[config.mk]
export PLATFORM = sky130hd
export DESIGN_NAME = display_control
export DESIGN_NICKNAME = d
export VERILOG_FILES = /design/src/rtl/disp_ctl_pkg.sv /design/src/rtl/disp_ctl_pixel_mux.sv /design/src/rtl/display_control.sv
export SDC_FILE = /design/constraint.sdc
export NUM_CORES = 2
export LEC_CHECK = 0
export CAP_MARGIN = 20
export CORE_AREA = 2 2 307 309
export CTS_CLUSTER_DIAMETER = 150
export DETAILED_ROUTE_END_ITERATION = 16
export DIE_AREA = 0 0 309 311
export PLACE_DENSITY = 0.67
export SLEW_MARGIN = 15
export SYNTH_ARGS = -nofsm -noshare
export SYNTH_HDL_FRONTEND = slang
export SYNTH_SLANG_ARGS = --single-unit
[constraint.sdc]
create_clock -name clk -period 33.2 [get_ports clk]
set_input_delay 3.32 -clock clk [delete_from_list [all_inputs] [get_ports clk]]
set_output_delay 3.32 -clock clk [all_outputs]
set_load 0.01 [all_outputs]
[src/rtl/disp_ctl_pkg.sv]
// Shared types and width helpers for the HUB75 display controller.
package disp_ctl_pkg;

  typedef enum logic [2:0] {
    StLoad,
    StShift,
    StLatch,
    StGuard,
    StDisplay
  } state_e;

  // Columns per row.
  function automatic int unsigned row_elem(input int unsigned col_addr_bits);
    return 32'd1 << col_addr_bits;
  endfunction

  // Bits of one colour channel across a whole row.
  function automatic int unsigned color_dat_width(input int unsigned col_addr_bits,
                                                  input int unsigned color_bits);
    return row_elem(col_addr_bits) * color_bits;
  endfunction

  // Bits of a whole row, all colour channels.
  function automatic int unsigned row_dat_width(input int unsigned col_addr_bits,
                                                input int unsigned color_bits,
                                                input int unsigned color_count);
    return color_dat_width(col_addr_bits, color_bits) * color_count;
  endfunction

endpackage

[src/rtl/disp_ctl_pixel_mux.sv]
// Selects bit[plane] of pixel(column) for every colour channel of the row shadow.
module disp_ctl_pixel_mux
  import disp_ctl_pkg::*;
#(
  parameter int unsigned COLOR_BITS    = 4,
  parameter int unsigned COL_ADDR_BITS = 6,
  parameter int unsigned COLOR_COUNT   = 3,
  parameter int unsigned PLANE_BITS    = 2
) (
  input  logic [row_dat_width(COL_ADDR_BITS, COLOR_BITS, COLOR_COUNT)-1:0] shadow,
  input  logic [COL_ADDR_BITS-1:0]                                         column,
  input  logic [PLANE_BITS-1:0]                                            plane,
  output logic [COLOR_COUNT-1:0]                                           bits
);

  localparam int unsigned RowElem = row_elem(COL_ADDR_BITS);

  // Packed view matching the row layout: colour, then column, then plane bit.
  logic [COLOR_COUNT-1:0][RowElem-1:0][COLOR_BITS-1:0] pix;

  assign pix = shadow;

  // One bit per colour from the addressed pixel and plane.
  always_comb begin
    bits = '0;
    for (int c = 0; c < COLOR_COUNT; c++) begin
      bits[c] = pix[c][column][plane];
    end
  end

endmodule

[src/rtl/display_control.sv]
// HUB75 matrix driver: loads a row, shifts each bit-plane out, latches it and
// lights it for a binary-weighted time. Define DISP_CTL_NOE_GUARD_EN to add a
// 2-cycle blanked settle state between latch and display.
module display_control
  import disp_ctl_pkg::*;
#(
  parameter int unsigned COLOR_BITS     = 4,
  parameter int unsigned COL_ADDR_BITS  = 6,
  parameter int unsigned ROW_ADDR_BITS  = 4,
  parameter int unsigned COLOR_COUNT    = 3,
  parameter int unsigned BASE_ON_CYCLES = 8
) (
  input  logic                                                             clk,
  input  logic                                                             rst,
  input  logic [row_dat_width(COL_ADDR_BITS, COLOR_BITS, COLOR_COUNT)-1:0] row_in,
  output logic [ROW_ADDR_BITS-1:0]                                         next_row,
  output logic                                                             hub_clk,
  output logic                                                             hub_noe,
  output logic                                                             hub_lat,
  output logic [ROW_ADDR_BITS-1:0]                                         hub_mux,
  output logic [COLOR_COUNT-1:0]                                           s_out
);

  localparam int unsigned RowDatWidth = row_dat_width(COL_ADDR_BITS, COLOR_BITS, COLOR_COUNT);
  localparam int unsigned PlaneW      = (COLOR_BITS > 1) ? $clog2(COLOR_BITS) : 1;
  localparam int unsigned CntW        = $clog2(BASE_ON_CYCLES << COLOR_BITS);

  state_e                   state;
  logic [RowDatWidth-1:0]   shadow;
  logic [ROW_ADDR_BITS-1:0] row;
  logic [PlaneW-1:0]        plane;
  logic [COL_ADDR_BITS-1:0] column;
  logic                     phase;
  logic [CntW-1:0]          cnt;
  logic [COLOR_COUNT-1:0]   plane_bits;

  disp_ctl_pixel_mux #(
    .COLOR_BITS   (COLOR_BITS),
    .COL_ADDR_BITS(COL_ADDR_BITS),
    .COLOR_COUNT  (COLOR_COUNT),
    .PLANE_BITS   (PlaneW)
  ) u_pixel_mux (
    .shadow(shadow),
    .column(column),
    .plane (plane),
    .bits  (plane_bits)
  );

  // Display time of the current plane, minus one for the down-counter.
  function automatic logic [CntW-1:0] on_count(input logic [PlaneW-1:0] p);
    return CntW'((BASE_ON_CYCLES << p) - 1);
  endfunction

  // Row/plane sequencer with all panel outputs registered.
  always_ff @(posedge clk or posedge rst) begin
    if (rst) begin
      state    <= StLoad;
      shadow   <= '0;
      row      <= '0;
      plane    <= '0;
      column   <= '0;
      phase    <= 1'b0;
      cnt      <= '0;
      next_row <= '0;
      hub_clk  <= 1'b0;
      hub_noe  <= 1'b1;
      hub_lat  <= 1'b0;
      hub_mux  <= '0;
      s_out    <= '0;
    end else begin
      unique case (state)
        StLoad: begin
          shadow   <= row_in;
          next_row <= row + 1'b1;
          plane    <= '0;
          column   <= '1;
          phase    <= 1'b0;
          hub_clk  <= 1'b0;
          hub_lat  <= 1'b0;
          hub_noe  <= 1'b1;
          state    <= StShift;
        end
        StShift: begin
          hub_lat <= 1'b0;
          hub_noe <= 1'b1;
          if (!phase) begin
            s_out   <= plane_bits;
            hub_clk <= 1'b0;
            phase   <= 1'b1;
          end else begin
            hub_clk <= 1'b1;
            phase   <= 1'b0;
            if (column == '0) begin
              state <= StLatch;
            end else begin
              column <= column - 1'b1;
            end
          end
        end
        StLatch: begin
          hub_clk <= 1'b0;
          hub_lat <= 1'b1;
          hub_mux <= row;
          hub_noe <= 1'b1;
`ifdef DISP_CTL_NOE_GUARD_EN
          cnt     <= CntW'(1);
          state   <= StGuard;
`else
          cnt     <= on_count(plane);
          state   <= StDisplay;
`endif
        end
        StGuard: begin
          // Keep the panel blanked while the row drivers settle on the new mux value.
          hub_lat <= 1'b0;
          hub_noe <= 1'b1;
          if (cnt == '0) begin
            cnt   <= on_count(plane);
            state <= StDisplay;
          end else begin
            cnt <= cnt - 1'b1;
          end
        end
        StDisplay: begin
          hub_lat <= 1'b0;
          hub_noe <= 1'b0;
          if (cnt == '0) begin
            if (plane == PlaneW'(COLOR_BITS - 1)) begin
              row   <= row + 1'b1;
              state <= StLoad;
            end else begin
              plane  <= plane + 1'b1;
              column <= '1;
              phase  <= 1'b0;
              state  <= StShift;
            end
          end else begin
            cnt <= cnt - 1'b1;
          end
        end
        default: state <= StLoad;
      endcase
    end
  end

endmodule

==> flow_summary_export.csv <==
group,metric,value,unit
worst_setup_path,r2r_slack,28.68,ns
global_routing,grt_pass1_wl,173000,um
clocking,post-cts-setup-buffers,0,
clocking,clk_latency,0.67,ns
die,initial_core_util,39.7,%
power_and_ir_drop,p_per_area,46.2,mW/mm2
die,coreArea,0.0928,mm2
die,die_w,309,um
synth,yosysSeqAreaShare,54.7,%
timing,period_needed,6.08,ns
synth,synth_xor_area_share,0.238,%
clocking,cts_tree,"yes",
cells_and_area,ff_latch_area,0.0202,mm2
synth,netlist_area,0.0368,mm2
synth,synth_top_family_by_area,"multiplexers",
synth,synth_compound_area_share,3.93,%
clocking,clk_pin_slew_worst_paths,0.06,ns
synth,synthTopCellsByArea,"dfrtp_1 (55%), mux2_2 (24%), mux4_2 (6.2%), mux2i_1 (3.0%), mux4_1 (2.6%)",
synth,synthAdderAreaFrac,0.272,%
outcome,status,"complete, no violations",
worst_setup_path,required,34.02,ns
die,die_h,311,um
detailed_routing,antenna_left,0,
timing,hold_viol,0,
detailed_routing,wire_per_inst,26.5,um
timing,rsz0062_at_grt,"no",
timing,maxSlewHeadroom,19.1,%
cells_and_area,final_nets,3886,
power_and_ir_drop,irDropWorstVdd,41.6,uV
power_and_ir_drop,clkPwrFrac,44.6,%
detailed_routing,drc,0,
synth,yosys.area.top_type_share,54.6,%
power_and_ir_drop,cell_internal_pwr,1.76,mW
timing,worstMarginPinSlew,1.21,ns
worst_hold_path,hold_class,"flip-flop to flip-flop",
power_and_ir_drop,power_frac_comb,8.5,%
cells_and_area,n_fill_cell,7731,
timing,setup_violations,0,
power_and_ir_drop,fin_total_pwr,2.25,mW
timing,fin_setup_tns,0,ns
cells_and_area,multiInputGateArea,0.0156,mm2
synth,ys_seq_elements,805,
clocking,cts.htree.levels,3,
global_routing,grt.total_usage,24.4,%
placed_design,hpwlAfterDp,85300,um
timing,period_share,18.3,%
synth,synth_nets,3146,
power_and_ir_drop,p_leak,20.2,nW
detailed_routing,routed_wl,119000,um
detailed_routing,drt_pass1_iterations,5,
power_and_ir_drop,seqPwrFrac,46.9,%
worst_setup_path,cp.arrival,6.91,ns
synth,ys_async_sr_fraction,100,%
global_routing,antenna_found_initial,64,
timing,fin_skew,0.0126,ns
cells_and_area,drive_gt1_share,34.9,%
synth,ys.flop_type,"dfrtp_1",
synth,synthDistinctLibCells,67,
run,maxCapViolations,0,
worst_setup_path,start_kind,"primary input",
die,io_pins,784,
synth,syn_inst,2368,
clocking,cts_hold_buf,0,
synth,synth_edf_count,0,
detailed_routing,vias,24200,
synth,synth_simple_gate_area_share,1.53,%
clocking,cts_inserted_buffers,90,
detailed_routing,drtIter0Drc,1682,
detailed_routing,routed_via_density,5.40,
synth,yosysWarningCount,0,
worst_setup_path,critical_path_class,"primary input to async pin",
placed_design,place_congestion,0.831,
die,rows,112,
global_routing,grt_max_degree,202,
placed_design,portBuffers,783,
timing,fmax,164,MHz
power_and_ir_drop,switchingPower,492,uW
clocking,clock_tree.root_cell,"clkbuf_16",
global_routing,first_global_vias,26500,
timing,slew_violations,0,
die,dieArea,0.0961,mm2
clocking,cts_sinks,805,
clocking,cts_buffer_depth,3,
worst_setup_path,end_kind,"async pin",
worst_setup_path,worstPathMaxFanout,101,
clocking,post_cts_resized,0,
global_routing,overflow,0,
synth,synthMuxAreaShare,36.4,%
cells_and_area,area_growth,32.3,%
synth,syn_area_per_cell,15.6,um2
power_and_ir_drop,swShare,21.8,%
synth,synth.largest_area_cell,"dfrtp_1",
==> cells by family (layout without fill, tap and decap cells) <==
| kind of cell | Yosys count | after routing |
|---|---|---|
| AO/OA/AOI/OAI | 197 | 197 |
| XOR/XNOR | 10 | 10 |
| adder cells (fa/ha/maj) | 8 | 8 |
| buffers and inverters | 183 | 995 |
| flip-flops | 805 | 805 |
| multiplexers | 1046 | 1046 |
| other | 0 | 47 |
| AND/OR/NAND/NOR | 119 | 119 |
==> placed cells by master (no fill, tap or decap), types with 5 or more instances in the layout <==
cell type and n:
nor2_1 33, o21ai_0 19, o221ai_1 36, nand2_1 41
ha_1 8, clkbuf_8 24, a211oi_1 10, inv_1 9
diode_2 47, mux4_1 37, buf_12 5, nor4_1 5
o22ai_1 16, mux2_2 792, dfrtp_1 799, mux4_4 5
xnor2_1 7, clkbuf_16 95, a21oi_1 38, buf_4 28
a22oi_1 13, clkbuf_1 15, a22o_1 18, a221oi_1 13
clkinv_2 24, mux2i_1 111, nand3_1 7, clkdlybuf4s50_1 783
nor3_1 9, nor3_2 5, mux4_2 101
==> Yosys cell counts, drive strengths merged, types with 2 or more instances <==
| cell | n |
|---|---|
| mux2i | 111 |
| nor2b | 5 |
| nor2 | 33 |
| and2b | 2 |
| nor3 | 14 |
| ha | 8 |
| o221ai | 36 |
| xor2 | 3 |
| inv | 10 |
| nand3 | 7 |
| nor4 | 5 |
| nand2 | 41 |
| a31oi | 5 |
| a31o | 2 |
| a211oi | 11 |
| clkbuf | 111 |
| o21ai | 21 |
| or3b | 2 |
| o21a | 2 |
| clkinv | 3 |
| and2 | 2 |
| a22o | 18 |
| mux4 | 143 |
| xnor2 | 7 |
| mux2 | 792 |
| a221o | 2 |
| a21boi | 3 |
| or3 | 3 |
| a222oi | 2 |
| a221oi | 14 |
| o22ai | 16 |
| o211a | 2 |
| a21oi | 38 |
| buf | 59 |
| dfrtp | 804 |
| a22oi | 13 |
==> layer usage <==
layer	global-route usage, %	part of all wire (%)	vias up
li1	-	-	10500
met1	29.3	39	12600
met2	41.5	51	772
met3	6.93	7.0	233
met4	9.27	3.2	42
met5	0	0.25	-
==> layout make-up <==
type                       instances  area share (%)
clock inverter                    30           0.483
sequential                       805            41.4
inverter                          13           0.116
tap                             1254            3.22
antenna                           47           0.241
timing repair buffer             818            16.8
multi-input combinational       1380            32.1
clock buffer                     134            5.67
==> power by group through the flow <==
| stage | clock [mW] | combinational, mW | sequential, mW |
|---|---|---|---|
| final | 1.00 | 0.192 | 1.06 |
| after global routing | 1.07 | 0.207 | 1.06 |
| after CTS | 1.03 | 0.195 | 1.05 |
| after detailed placement | 0 | 0.194 | 1.07 |
| after global placement | 0 | 0.188 | 1.07 |
| after floorplan | 0 | 0.0787 | 1.06 |
==> registers in the layout, summed over array words and instances (netlist names), 2 cells and up <==
signal	cells
cnt	7
column	6
hub_mux	4
next_row	4
plane	2
row	4
s_out	3
shadow	768
state	3
==> critical path, stage by stage <==
cell	delay, ns
clkdlybuf4s50_1	0.49
inv_8	0.52
buf_4	0.81
buf_4	0.79
buf_4	0.45
buf_16	0.31
==> path summary, 6_finish.rpt <==
kind	from	to	depth (start not counted)
min	shadow[551]	shadow[551]	1
min in group asynchronous	rst	shadow[497]	2
max reg2reg	column[1]	s_out[1]	9
min reg2reg	shadow[551]	shadow[551]	1
max in group clk	hub_noe	hub_noe	1
max	rst	shadow[541]	6
==> per-stage QoR <==
| step | instances | cell area (um2) | setup slack [ns] | hold slack (ns) | utilization [%] |
|---|---|---|---|---|---|
| final | 4481 | 48700 | 27.12 | 0.497 | 52.5 |
| after global routing | 4472 | 48700 | 26.63 | 0.506 | 52.5 |
| after CTS | 4432 | 48600 | 26.62 | 0.501 | 52.3 |
| after detailed placement | 4268 | 45600 | 25.90 | 0.488 | 49.1 |
| after global placement | 4268 | 45600 | 26.13 | 0.472 | 49.1 |
| after floorplan | 2368 | 36800 | 7.27 | 0.472 | - |
No activity file was read; power rests on OpenSTA's default activity.
==> edit 1, RTL diff (same flow settings) <==
Set the parameter `BASE_ON_CYCLES` to 4 (it was 8).
--- a/src/rtl/display_control.sv
+++ b/src/rtl/display_control.sv
@@ -10,3 +10,3 @@
   parameter int unsigned COLOR_COUNT    = 3,
-  parameter int unsigned BASE_ON_CYCLES = 8
+  parameter int unsigned BASE_ON_CYCLES = 4
 ) (
Behaviour: same outputs for any inputs over 4 cycles, from zero or initial values and one cycle with rst high; that may be too few to reach the edited logic, so the function may still have changed.
==> edit 1 against the unedited design <==
  * Area after synthesis is 1.4% lower
  * Clock skew is 0.0064 ns higher
  * Worst setup slack better by 0.66 ns
  * Sequential cell count is 1 lower
  * Cell area is 0.19% lower
  * Via count is 0.68% lower
  * Global-route usage is 0.26 points higher
  * Sequential share of layout area hardly changed
  * Wire length is 0.51% higher
  * Count of clock-buffer cells in the layout is 7 lower
  * Total power is 2.5% higher
  * Utilization is 0.098 points lower
  * Critical path type unchanged
==> edit 1: results (changes against the unedited design) <==
stage	metric	value	unit	change
worst_hold_path	Hold Path Depth	2		+1
worst_setup_path	CP peak stage delay	0.73	ns	-0.08 ns
layout	nets@finish	3894		+0.21%
detailed_routing	top layer reached by signal wires	met5		
worst_setup_path	FF-to-FF End	shadow[36]		
worst_hold_path	worst hold start	hub_noe		
worst_setup_path	Reg-to-Reg Start	state[1]		
worst_setup_path	crit path max-delay cell type	buf_4		
worst_hold_path	Tightest Hold Check Type	reg -> reg		
clock_tree	PostCTS Resize Cnt	0		unchanged
synth	Commonest cells post-synth	dfrtp_1, mux2_2, mux4_2		
grt	number of global-route vias before repair	26700		+1.1%
detailed_routing	wire length on met3	7260	microns	-12%
detailed_routing	DR vias	24000		-0.68%
detailed_routing	First-pass DRT Iterations	7		+2
clock_tree	clock tree buffer depth	3		unchanged
clock_tree	total CTS buffers	92		+2.2%
power	Max VDD drop	0.0000353	V	-15%
worst_setup_path	delay-heaviest family, CP	buffers and inverters		
placed_design	DP HPWL	85000	microns	-0.33%
synth	library cells used by synthesis	57		-15%
worst_hold_path	Worst Hold End	hub_noe		
layout	proportion of layout cells with a drive suffix above 1	35.7	%	+0.80 points
clock_tree	root buf cell	clkbuf_16		
grt	grt met1 use	29.6	%	+0.33 points
grt	Global Route met3 Usage	6.59	%	-0.35 points
detailed_routing	Detailed Route WL	119000	microns	+0.51%
synth	ranking of synthesized cells by area	dfrtp_1, mux2_2, mux4_2		
layout	Top Registers	shadow: 768 flops, cnt: 6 flops, column: 6 flops		
power	sequential logic power	0.00105	W	
timing	Worst Skew	0.0190	ns	+0.00642 ns
worst_setup_path	FF-to-FF setup slack	28.28	ns	-0.40 ns
grt	met2 global-route usage	42.3	%	+0.78 points
synth	Synth Warn #	0		unchanged
grt	first-pass GRT wire length	175000	microns	+1.2%
power	Pleak	20.1	nW	-0.88%
clock_tree	htree depth	3		unchanged
synth	EDFF count, synth	0		unchanged
detailed_routing	M1 WL	47100	microns	+1.8%
synth	post-synth net total	3146		unchanged
placed_design	Routability Congestion	0.847		+1.9%
detailed_routing	DRT iter0 DRCs	1487		-12%
power	Clk pwr share	45.9	%	+1.3 points
synth	leading area contributor after synthesis	dfrtp_1		
worst_setup_path	R2R cell count	6		-3
power	Overall Power	0.00231	W	+2.5%
worst_setup_path	crit-path max FO	134		+33%
power	switching pwr	0.000501	W	+2.0%
outcome	outcome	finished clean		
clock_tree	Skew-Pair Late Insertion Delay	0.68	ns	
clock_tree	setup bufs post-CTS	0		unchanged
grt	Total GRT Usage	24.7	%	+0.26 points
synth	asr flop ratio synth	100	%	unchanged
placed_design	# port buffers	783		unchanged
grt	initial antenna violation count	60		-6.3%
worst_setup_path	crit path DAT	6.27	ns	-0.64 ns
synth	sequential-to-total area share from yosys stat	55.4	%	+0.71 points
timing	Slew HR	26.4	%	+7.3 points
detailed_routing	Met2 Routed Length	61400	microns	+2.3%
grt	largest net degree at the start of global routing	192		-5.0%
## edit 1: worst max-delay path by stage
stage | start | endpoint | depth (start not counted)
final | rst | shadow[659] | 5
after global routing | rst | shadow[695] | 5
after CTS | rst | shadow[443] | 4
after detailed placement | rst | shadow[464] | 4
after global placement | rst | shadow[551] | 4
after floorplan | rst | cnt[0] | 1
## edit 1: worst register-to-register path, delay by kind of cell, from the launching register on
family        cells  cell delay [ns]
simple gates      1             0.25
flops             1             0.56
buf+inv           4             3.53
mux               1             0.45
## edit 1: stage by stage
stage                     utilization (%)  instance area (sq um)  hold slack (ns)  cells  setup slack, ns
after global routing                 52.4                  48600            0.509   4472            27.43
after detailed placement             48.8                  45300            0.477   4271            26.65
after global placement               48.8                  45300            0.474   4271            26.77
after floorplan                         -                  36300            0.475   2368             7.30
after CTS                            52.2                  48400            0.485   4431            27.37
final                                52.4                  48600            0.482   4474            27.78
## edit 1: kinds of logic (layout without fill, tap and decap cells)
group | count (synthesis) | after routing | synth area share [%]
AOI/OAI and AO/OA | 184 | 184 | 3.60
xor gates and xnor gates | 9 | 9 | 0.217
adders and majority gates | 8 | 8 | 0.276
buffers and inverters | 182 | 996 | 2.38
DFF | 804 | 804 | 55.4
muxes | 1034 | 1034 | 36.2
other | 0 | 38 | 0
and+or+nand+nor | 147 | 147 | 1.90
## edit 1: cell type report
class | instances | area (sq um)
Clock buffer | 127 | 2660
Multi-Input combinational cell | 1382 | 15400
Timing Repair Buffer | 822 | 8280
Fill cell | 7706 | 44100
Inverter | 14 | 60.1
Tap cell | 1254 | 1570
Sequential cell | 804 | 20100
Antenna cell | 38 | 95.1
Clock inverter | 33 | 487
==> edit 2, RTL diff (same flow settings) <==
Without the edit above. The 5 states of `state_e` get a Gray code encoding in 3 bits.
--- a/src/rtl/disp_ctl_pkg.sv
+++ b/src/rtl/disp_ctl_pkg.sv
@@ -4,7 +4,7 @@
   typedef enum logic [2:0] {
-    StLoad,
-    StShift,
-    StLatch,
-    StGuard,
-    StDisplay
+    StLoad    = 3'b000,
+    StShift   = 3'b001,
+    StLatch   = 3'b011,
+    StGuard   = 3'b010,
+    StDisplay = 3'b110
   } state_e;
Check against the original RTL: no difference found for any inputs over 4 cycles, from zero or initial values and one cycle with rst high; so few cycles prove little.
==> edit 2 against the unedited design <==
  * Cell area is 0.44% lower
  * Sequential power about the same
  * Total power increased by 2.0%
  * Count of clock-buffer cells in the layout down 9
  * Area after synthesis down 0.58%
  * Die area unchanged
  * Sequential cell count unchanged
  * Highest routed layer unchanged
  * Non-clock buffer count increased by 7
  * Clock power rose by 5%
  * Wire length is 9.3% higher
  * Sequential share of layout area rose by 0.18 points
  * First-iteration DRC count is 82% higher
  * Combinational power about the same
  * Worst setup slack worse by 1.2 ns
==> edit 2: results (changes against the unedited design) <==
stage	metric	value	unit	change
worst_setup_path	crit-path max FO	120		+19%
timing	Worst Skew	0.0250	ns	+0.0124 ns
grt	initial antenna violation count	36		-44%
detailed_routing	DR vias	30400		+26%
worst_hold_path	Worst Hold End	hub_noe		
outcome	outcome	finished clean		
worst_setup_path	FF-to-FF setup slack	28.14	ns	-0.54 ns
synth	Synth Instances	3972		+68%
synth	Commonest cells post-synth	nand2_1, dfrtp_1, clkbuf_1		
detailed_routing	Via density	5.08		-5.9%
worst_setup_path	FF-to-FF End	shadow[593]		
grt	Total GRT Usage	26.7	%	+2.2 points
power	internal power	0.00177	W	+0.44%
layout	Multi-input gate area	15300	sq um	-2.1%
grt	number of global-route vias before repair	30500		+15%
power	Pleak	23.7	nW	+17%
grt	grt met1 use	34.5	%	+5.2 points
layout	# fillers	8525		+10%
worst_hold_path	worst hold start	hub_noe		
worst_setup_path	Reg-to-Reg Start	state[0]		
timing	worst-margin pin slew	1.09	ns	-0.125 ns
detailed_routing	DRT iter0 DRCs	3065		+82%
layout	nets@finish	5417		+39%
layout	proportion of layout cells with a drive suffix above 1	7.94	%	-27 points
synth	Adder-Cell Fraction of Synth Area	0.308	%	+0.036 points
clock_tree	Skew-Pair Late Insertion Delay	0.64	ns	-0.03 ns
detailed_routing	Met2 Routed Length	62200	microns	+3.7%
worst_setup_path	CP peak stage delay	0.87	ns	+0.06 ns
detailed_routing	M1 WL	52200	microns	+13%
placed_design	area post-placement	45300	sq um	-0.57%
grt	first-pass GRT wire length	191000	microns	+10%
synth	ranking of synthesized cells by area	dfrtp_1, nand2_1, mux4_2		
power	Max VDD drop	0.0000439	V	+5.6%
worst_hold_path	Hold Path Depth	2		+1
==> edit 2: how the worst max path moves through the flow <==
stage             endpoint  slack [ns]
3_5_place_dp   shadow[163]       25.02
3_3_place_gp   shadow[163]       25.03
6_report        shadow[86]       25.89
4_1_cts         shadow[93]       25.70
2_1_floorplan       cnt[0]        7.27
5_1_grt         shadow[86]       25.17
==> edit 2: power groups by stage <==
stage | clock, W | combinational [W] | sequential, W
after floorplan | 0 | 0.0000711 | 0.00107
after global placement | 0 | 0.000191 | 0.00107
after detailed placement | 0 | 0.000193 | 0.00107
after CTS | 0.00106 | 0.000194 | 0.00105
after global routing | 0.00111 | 0.000210 | 0.00106
final | 0.00105 | 0.000192 | 0.00106
==> edit 2: cell type report <==
class	instances	share of cell area (%)
Antenna cell	27	0.139
Clock buffer	125	5.43
Clock inverter	40	1.05
Inverter	17	0.147
Multi-Input combinational cell	2899	31.5
Sequential cell	805	41.5
Tap cell	1254	3.23
Timing Repair Buffer	825	16.9
